$ cat src/rtl/jpeg_ctrl_pkg.sv
`default_nettype none
// ============================================================================
// Module      : jpeg_ctrl_pkg
// Description : Shared state encoding and sizing helpers for the JPEG
//               block sequencer and its row stepper.
// Revision    : 1.0 - initial release
// ============================================================================
package jpeg_ctrl_pkg;

  typedef enum logic [2:0] {
    ST_IDLE       = 3'd0,
    ST_LOAD       = 3'd1,
    ST_DCT        = 3'd2,
    ST_CAPTURE    = 3'd3,
    ST_QUANT      = 3'd4,
    ST_HUFF_START = 3'd5,
    ST_HUFF_WAIT  = 3'd6,
    ST_DONE       = 3'd7
  } state_t;

  localparam int ROWS  = 8;
  localparam int ROW_W = $clog2(ROWS);

  // Bits needed to hold a count of 0..n-1, never less than one.
  function automatic int cnt_width(input int n);
    return (n <= 1) ? 1 : $clog2(n);
  endfunction

endpackage
`default_nettype wire

$ cat src/rtl/jpeg_row_stepper.sv
`default_nettype none
// ============================================================================
// Module      : jpeg_row_stepper
// Description : Walks matrix rows 0..7, holding each for QUANT_LATENCY+1
//               cycles and strobing on the final cycle of every hold.
// Revision    : 1.0 - initial release
// ============================================================================
module jpeg_row_stepper
  import jpeg_ctrl_pkg::*;
#(
  parameter int QUANT_LATENCY = 1
) (
  input  logic             clock,
  input  logic             reset,
  input  logic             start,
  input  logic             abort,
  output logic [ROW_W-1:0] matrix_row,
  output logic             row_strobe,
  output logic             last_row
);

  localparam int HW = cnt_width(QUANT_LATENCY + 1);
  localparam logic [HW-1:0]    c_hold_max = HW'(QUANT_LATENCY);
  localparam logic [ROW_W-1:0] c_row_last = ROW_W'(ROWS - 1);

  logic             r_active, w_active_nxt;
  logic [ROW_W-1:0] r_row, w_row_nxt;
  logic [HW-1:0]    r_hold, w_hold_nxt;
  logic             r_strobe, w_strobe_nxt;
  logic             r_last, w_last_nxt;

  always_comb begin
    w_active_nxt = r_active;
    w_row_nxt    = r_row;
    w_hold_nxt   = r_hold;
    if (abort) begin
      w_active_nxt = 1'b0;
      w_row_nxt    = '0;
      w_hold_nxt   = '0;
    end else if (start) begin
      w_active_nxt = 1'b1;
      w_row_nxt    = '0;
      w_hold_nxt   = '0;
    end else if (r_active) begin
      if (r_hold == c_hold_max) begin
        w_hold_nxt = '0;
        if (r_row == c_row_last) begin
          w_active_nxt = 1'b0;
          w_row_nxt    = '0;
        end else begin
          w_row_nxt = r_row + ROW_W'(1);
        end
      end else begin
        w_hold_nxt = r_hold + HW'(1);
      end
    end
    // Strobe and last flags are precomputed so they leave as flops.
    w_strobe_nxt = w_active_nxt && (w_hold_nxt == c_hold_max);
    w_last_nxt   = w_strobe_nxt && (w_row_nxt == c_row_last);
  end

  always_ff @(posedge clock) begin
    if (reset) begin
      r_active <= 1'b0;
      r_row    <= '0;
      r_hold   <= '0;
      r_strobe <= 1'b0;
      r_last   <= 1'b0;
    end else begin
      r_active <= w_active_nxt;
      r_row    <= w_row_nxt;
      r_hold   <= w_hold_nxt;
      r_strobe <= w_strobe_nxt;
      r_last   <= w_last_nxt;
    end
  end

  assign matrix_row = r_row;
  assign row_strobe = r_strobe;
  assign last_row   = r_last;

endmodule
`default_nettype wire

$ cat src/rtl/jpeg_block_sequencer.sv
`default_nettype none
// ============================================================================
// Module      : jpeg_block_sequencer
// Description : Per-block control FSM for the 8x8 JPEG encode pipeline:
//               load, DCT, capture, 8 quantize rows, Huffman start/wait.
// Revision    : 1.0 - initial release
// ============================================================================
module jpeg_block_sequencer
  import jpeg_ctrl_pkg::*;
#(
  parameter int DCT_LATENCY   = 8,
  parameter int QUANT_LATENCY = 1,
  parameter int HUFF_TIMEOUT  = 1023,
  parameter int CNT_W         = 16
) (
  input  logic             clock,
  input  logic             reset,
  input  logic             blk_valid,
  output logic             blk_ready,
  input  logic             is_luminance_in,
  input  logic             abort,
  input  logic             huff_end,
  output logic             input_enable,
  output logic             dct_enable,
  output logic             dct_end_enable,
  output logic [7:0]       matrix_row,
  output logic             zigzag_input_enable,
  output logic             Huffman_start,
  output logic             is_luminance,
  output logic             busy,
  output logic             block_done,
  output logic [CNT_W-1:0] blk_count,
  output logic             err_timeout
);

  localparam int TW = cnt_width((DCT_LATENCY > HUFF_TIMEOUT) ? DCT_LATENCY : HUFF_TIMEOUT);
  localparam logic [TW-1:0] c_dct_last  = TW'(DCT_LATENCY - 1);
  localparam logic [TW-1:0] c_huff_last = TW'(HUFF_TIMEOUT - 1);

  state_t           r_state, w_state_nxt;
  logic [TW-1:0]    r_tmr;
  logic             w_hs, w_timeout;
  logic             w_step_start, w_step_abort, w_last_row, w_row_strobe;
  logic [ROW_W-1:0] w_row;

  logic             r_blk_ready, r_input_enable, r_dct_enable, r_dct_end_enable;
  logic             r_huff_start, r_is_lum, r_busy, r_block_done, r_err;
  logic [CNT_W-1:0] r_blk_count;

  always_comb begin
    w_state_nxt = r_state;
    w_timeout   = 1'b0;
    w_hs        = blk_valid && r_blk_ready;
    if (abort && (r_state != ST_IDLE)) begin
      w_state_nxt = ST_IDLE;
    end else begin
      case (r_state)
        ST_IDLE:       if (w_hs) w_state_nxt = ST_LOAD;
        ST_LOAD:       w_state_nxt = ST_DCT;
        ST_DCT:        if (r_tmr == c_dct_last) w_state_nxt = ST_CAPTURE;
        ST_CAPTURE:    w_state_nxt = ST_QUANT;
        ST_QUANT:      if (w_last_row) w_state_nxt = ST_HUFF_START;
        ST_HUFF_START: w_state_nxt = ST_HUFF_WAIT;
        ST_HUFF_WAIT: begin
          // huff_end beats a coincident timeout
          if (huff_end) begin
            w_state_nxt = ST_DONE;
          end else if (r_tmr == c_huff_last) begin
            w_state_nxt = ST_DONE;
            w_timeout   = 1'b1;
          end
        end
        ST_DONE:       w_state_nxt = ST_IDLE;
        default:       w_state_nxt = ST_IDLE;
      endcase
    end
  end

  assign w_step_start = (r_state == ST_CAPTURE);
  assign w_step_abort = abort && (r_state != ST_IDLE);

  jpeg_row_stepper #(
    .QUANT_LATENCY (QUANT_LATENCY)
  ) u_row_stepper (
    .clock      (clock),
    .reset      (reset),
    .start      (w_step_start),
    .abort      (w_step_abort),
    .matrix_row (w_row),
    .row_strobe (w_row_strobe),
    .last_row   (w_last_row)
  );

  // Outputs are decoded from the next state so they land as flops.
  always_ff @(posedge clock) begin
    if (reset) begin
      r_state          <= ST_IDLE;
      r_tmr            <= '0;
      r_blk_ready      <= 1'b0;
      r_input_enable   <= 1'b0;
      r_dct_enable     <= 1'b0;
      r_dct_end_enable <= 1'b0;
      r_huff_start     <= 1'b0;
      r_is_lum         <= 1'b0;
      r_busy           <= 1'b0;
      r_block_done     <= 1'b0;
      r_err            <= 1'b0;
      r_blk_count      <= '0;
    end else begin
      r_state <= w_state_nxt;
      if ((w_state_nxt == r_state) && ((r_state == ST_DCT) || (r_state == ST_HUFF_WAIT)))
        r_tmr <= r_tmr + TW'(1);
      else
        r_tmr <= '0;
      r_blk_ready      <= (w_state_nxt == ST_IDLE);
      r_input_enable   <= (w_state_nxt == ST_LOAD);
      r_dct_enable     <= (w_state_nxt == ST_DCT);
      r_dct_end_enable <= (w_state_nxt == ST_CAPTURE);
      r_huff_start     <= (w_state_nxt == ST_HUFF_START);
      r_busy           <= (w_state_nxt != ST_IDLE);
      r_block_done     <= (w_state_nxt == ST_DONE);
      if (w_hs && (r_state == ST_IDLE))
        r_is_lum <= is_luminance_in;
      if (w_timeout)
        r_err <= 1'b1;
      if (w_state_nxt == ST_DONE)
        r_blk_count <= r_blk_count + CNT_W'(1);
    end
  end

  assign blk_ready           = r_blk_ready;
  assign input_enable        = r_input_enable;
  assign dct_enable          = r_dct_enable;
  assign dct_end_enable      = r_dct_end_enable;
  assign matrix_row          = {{(8 - ROW_W){1'b0}}, w_row};
  assign zigzag_input_enable = w_row_strobe;
  assign Huffman_start       = r_huff_start;
  assign is_luminance        = r_is_lum;
  assign busy                = r_busy;
  assign block_done          = r_block_done;
  assign blk_count           = r_blk_count;
  assign err_timeout         = r_err;

endmodule
`default_nettype wire
$ cat config.mk
export PLATFORM = sky130hd
export DESIGN_NAME = jpeg_block_sequencer
export DESIGN_NICKNAME = d
export VERILOG_FILES = /design/src/rtl/jpeg_ctrl_pkg.sv /design/src/rtl/jpeg_row_stepper.sv /design/src/rtl/jpeg_block_sequencer.sv
export SDC_FILE = /design/constraint.sdc
export NUM_CORES = 1
export LEC_CHECK = 0
export BUFFER_PORTS_ARGS = -buffer_cell sky130_fd_sc_hd__buf_2
export CORE_ASPECT_RATIO = 1.25
export CORE_MARGIN = 2
export CORE_UTILIZATION = 49
export DETAILED_ROUTE_END_ITERATION = 6
export HOLD_SLACK_MARGIN = 0.08
export PLACE_DENSITY_LB_ADDON = 0.15
export SYNTH_ARGS = -nofsm -noshare
export SYNTH_HDL_FRONTEND = slang
export SYNTH_SLANG_ARGS = --single-unit
$ cat constraint.sdc
create_clock -name clock -period 2.3 [get_ports clock]
set_clock_uncertainty 0.05 [all_clocks]
set_input_delay 0.115 -clock clock [delete_from_list [all_inputs] [get_ports clock]]
set_output_delay 0.115 -clock clock [all_outputs]
set_load 0.05 [all_outputs]
# Word-level counts from Yosys, hierarchy flattened
# Cells that the tools add are included.
# word_totals
out_inout_bits	34
register_bits	45
elab_cells	76
in_bits	6
# classes
bitwise	1
add_sub_neg	4
n_reduce_logical	12
eq_ne	17
n_mux	25
# ops
cell	n
$mux 3	11
$eq 3x3->1 const B	8
$pmux 3 s8	1
$add 16x1->16 const B	1
$mux 1	13
$eq 3x2->1 const B	4
$add 10x1->10 const B	1
$eq 10x10->1 const B	1
$eq 10x3->1 const B	1
$eq 3x1->1 const B	2
$logic_and 1x1->1	6
$logic_not 3->1	2
$reduce_bool 3->1	2
$add 3x1->3 const B	1
$eq 3x3->1	1
$reduce_or 2->1	1
$add 1x1->1 const B	1
$logic_or 1x1->1	1
$not 1->1	1

# Logic depth before layout (Yosys ltp)
# depth
ltp_word	9
mapped_depth	9
depth_no_buf	7

# By module
# A second synthesis with hierarchy kept.
# hier_totals
hier_cells	237
hier_area_um2	2099.5
# by_module_without_submodules
mod	instances	area_each_um2	cells_per_inst
jpeg_block_sequencer	1	1804.2	208
jpeg_row_stepper	1	295.3	29

# Worst setup path before layout
# Ideal clock, no wire load.
# synth_path
path_kind	register to register
start	register r_blk_count[0], in the netlist blk_count[0]
end	register r_blk_count[12], in the netlist blk_count[12]
synth_period_minus_slack_ns	2.577
slack_ns	-0.277
stages_incl_launch_ff	8
arrival_ns	2.457
required_ns	2.179
cell_sequence	dfxtp_1 -> ha_1 -> nand3_1 -> or2_2 -> or3b_2 -> clkbuf_1 -> or4_1 -> a21oi_1
# synth_between
elab_chain_cells	1
# synth_lines
item	line	rtl
from (decl)	jpeg_block_sequencer.sv:48	logic [CNT_W-1:0] r_blk_count;
from (signal assigned)	jpeg_block_sequencer.sv:127	r_blk_count <= r_blk_count + CNT_W'(1);
$add 16x1->16	jpeg_block_sequencer.sv:127	
# Every way passes these cells.
# A chain may end at the register's enable or synchronous reset.

# Worst setup path in the final report
# layout_path
start	register r_tmr[3]
end	register r_blk_count[14], in the netlist blk_count[14]
# layout_between
elab_chain_cells	6
elab_cells_between_ends	8
classes_between	eq/ne (3); mux (5)
# layout_lines
item	line	rtl
from (decl)	jpeg_block_sequencer.sv:41	logic [TW-1:0] r_tmr;
from (signal assigned)	jpeg_block_sequencer.sv:112	r_tmr <= r_tmr + TW'(1);
$eq 10x10->1	jpeg_block_sequencer.sv:68	end else if (r_tmr == c_huff_last) begin
$mux 3	jpeg_block_sequencer.sv:68	
$mux 3	jpeg_block_sequencer.sv:66	if (huff_end) begin
$pmux 3 s8 (*)	jpeg_block_sequencer.sv:57	case (r_state)
$mux 3 (*)	jpeg_block_sequencer.sv:54	if (abort && (r_state != ST_IDLE)) begin
$eq 3x3->1 (*)	jpeg_block_sequencer.sv:126	if (w_state_nxt == ST_DONE)
# Every way passes the cells marked *; elsewhere a longest branch is shown, timed or not.

==> flow_summary.json <==
{
  "status": "finished, final reports clean",
  "gp_congestion": 0.8071,
  "crit_path_cell_trace": "or4b_4 > o32ai_4 > o31ai_4 > or4_4 > a21oi_1",
  "pin_count": 40,
  "drive_above_1_share": 0.2419,
  "yosysWarnings": 0,
  "dpl_worst_slack_ps": 137.4,
  "crit_path_end": "blk_count[14]",
  "dp_hpwl_um": 2823,
  "async_flop_share": 0,
  "maxSlewViolCount": 0,
  "placed_cell_area_sq_um": 2315,
  "synth_top_family_by_area": "simple AND/OR/NAND/NOR gates",
  "period_needed_ps": 2238,
  "synth_seq_cells": 45,
  "fmax_ghz": 0.4469,
  "synth_top_area_share": 0.4388,
  "start_util": 0.5049,
  "synth_xor_area_frac": 0.05545,
  "portBuffers": 34,
  "fin_cells": 333,
  "clk_pin_slew_ps": 80,
  "synthSimpleGateAreaFrac": 0.2736,
  "syn_area_sq_um": 2053,
  "seq_area_sq_um": 912.1,
  "yosysSeqAreaShare": 0.4388,
  "p_leak_uw": 0.0009762,
  "place_inst": 324,
  "hold_path_class": "input pin to flop",
  "grt_usage": 0.1796,
  "drt-total-wl_um": 3885,
  "synth_edf_count": 0,
  "die_y_um": 76.38,
  "design_area_sq_um": 2460,
  "drt_iter0_drc": 41,
  "finalNetCount": 288,
  "crit_path_start": "r_tmr[3]",
  "num_vias": 1730,
  "detail-route-antenna-nets": 0,
  "synth-compound-area-share": 0.1353,
  "die_x_um": 61.90,
  "critical_path_depth": 5,
  "p_per_area_nw_per_um2": 551.6,
  "period_share": 0.9729,
  "dieArea_sq_um": 4728,
  "reg2reg_depth": 5,
  "avgSynthCellArea_sq_um": 8.774,
  "crit_required_ps": 2470,
  "synth_top_area_cell": "dfxtp_1",
  "syn_to_final_growth_pct": 19.81,
  "root_buffer": "clkbuf_8",
  "slowest_delay_ps": 540,
  "muxShareOfSynthArea": 0.009750,
  "worstPathArrival_ps": 2410,
  "first_global_vias": 1531,
  "cts_tree": "built",
  "n_fill_cell": 363,
  "fin_ws_ps": 62.35,
  "core-area_sq_um": 4066,
  "r2r-end": "blk_count[14]",
  "finalHoldViolCount": 0,
  "synth_ff_type": "dfxtp_1",
  "timing.critical_path.buf_inv": 0,
  "synth_cell_types": 47,
  "synth_area_leaders": "dfxtp_1, nor2_1, a21oi_1",
  "cp-end-kind": "flop",
  "ir_drop_uv": 241.7,
  "reg2reg_slack_ps": 60,
  "finalHoldWorstSlack_ps": 135.0,
  "drv_cap": 0,
  "cp_slowest_cell": "or4b_4",
  "worstPathMaxFanout": 8,
  "cp-start-kind": "flop",
  "grt_pass1_wl_um": 6541,
  "grt_max_degree": 28,
  "rows": 26,
  "grt_antenna_before_repair": 0,
  "wire_per_inst_um": 11.67,
  "first_pass_iters": 4,
  "setup_violations": 0,
  "clkLatencyLatePin_ps": 290,
  "cts_sinks": 45,
  "synth_cells": 234,
  "reg2reg_from": "r_tmr[3]",
  "cts_buffers": 5,
  "globalRouteOverflowTotal": 0,
  "worst_pin_slew_ps": 529.5,
  "synth_fa_ha_area_frac": 0.03047,
  "route.detailed.drc": 0,
  "multi_input_area_sq_um": 1087,
  "final_util": 0.6049,
  "critical_path_class": "flop to flop",
  "path_delay_family": "simple AND/OR/NAND/NOR gates",
  "slew_headroom": 0.6464,
  "viasPerCell": 5.195,
  "htreeDepth": 2,
  "clock_path_buffers": 2,
  "num_antenna_cells": 0
}
## worst register-to-register path: stages (launching register included)
cell,delay [ps]
dfxtp_1,360
or4b_4,540
o32ai_4,380
o31ai_4,140
or4_4,540
a21oi_1,160
## metrics by stage
step | TNS, ps | power (uW)
5_1_grt | -3.556 | 1408
4_1_cts | 0 | 1380
3_3_place_gp | 0 | 896.2
3_5_place_dp | 0 | 896.3
6_report | 0 | 1357
2_1_floorplan | 0 | 882.3
## cell type report
type / instances / share of cell area
clock buffers: 7 / 0.03510
inverters: 7 / 0.01068
multi-input cells: 171 / 0.4420
flip-flops and latches: 45 / 0.3708
well taps: 56 / 0.02848
repair buffers: 47 / 0.1129
## registers in the layout, summed over array words and instances, names as in the netlist
signal / count
Huffman_start: 1
blk_count: 16
blk_ready: 1
block_done: 1
busy: 1
dct_enable: 1
dct_end_enable: 1
err_timeout: 1
input_enable: 1
is_luminance: 1
r_state: 3
r_tmr: 10
u_row_stepper.last_row: 1
u_row_stepper.matrix_row: 3
u_row_stepper.r_active: 1
u_row_stepper.r_hold: 1
u_row_stepper.row_strobe: 1
## cells in the mapped netlist (2+ instances only)
cell type / count
o31ai_1: 4
nor3b_1: 5
buf_4: 5
nand3b_1: 2
and4_1: 3
inv_1: 7
clkbuf_1: 6
nand2_1: 19
mux2i_1: 2
or2_2: 2
nand3_1: 10
xor2_1: 6
o21ai_0: 9
nor3_1: 3
nand4_1: 4
xnor2_1: 7
nand2b_1: 3
dfxtp_1: 45
ha_1: 5
or3_1: 10
nor2_1: 27
a21oi_1: 19
or4_1: 4
buf_2: 3
nor2b_1: 2
## power by group
group | switching [uW] | total [uW] | internal, uW | leakage [uW]
sequential | 4.30 | 787 | 783 | 0.000366
clock | 239 | 477 | 238 | 0.0000443
combinational | 68.1 | 93.2 | 25.1 | 0.000566
total | 311 | 1360 | 1050 | 0.000976
## cell usage in the layout (no fill, tap or decap), types with 4 or more instances in the layout
cell and instances:
nor2_1 27, nand3_1 10, dfxtp_1 40, or3_1 10
nor3b_1 5, a21oi_1 19, o21ai_0 9, o31ai_1 4
nand2_1 19, ha_1 5, nand4_1 4, buf_4 10
inv_1 7, buf_2 34, conb_1 5, xnor2_1 7
xor2_1 6, clkbuf_8 6
## layer usage
metal | track usage | wire [um] | vias up
met5 | 0 | 0 | -
met4 | 0.07021 | 71 | 0
met3 | 0.05772 | 168 | 6
met2 | 0.2695 | 1860 | 30
met1 | 0.2352 | 1785 | 798
li1 | - | - | 896
## timing repair
action | in CTS | in global routing
gates resized for setup | 0 | 8
hold buffers | 1 | 0
setup endpoints to repair | 0 | 10
setup buffers | 0 | 1
hold endpoints to repair | 1 | 0
## kinds of logic (layout without fill, tap and decap cells)
logic type               count (synthesis)  after routing
adder cells (fa/ha/maj)                  5              5
XOR/XNOR                                13             13
other                                    1              5
flip-flops                              45             45
AND/OR/NAND/NOR                        103            103
buffers and inverters                   22             61
AO/OA/AOI/OAI                           43             43
multiplexers                             2              2
## worst min-delay path by stage
stage	startpoint	end	cells past startpoint
3_5_place_dp	is_luminance_in	is_luminance	3
6_report	huff_end	err_timeout	4
3_3_place_gp	is_luminance_in	is_luminance	3
2_1_floorplan	is_luminance_in	is_luminance	2
4_1_cts	huff_end	err_timeout	4
5_1_grt	huff_end	err_timeout	4
Note: power is estimated with default switching activity, not from simulation.
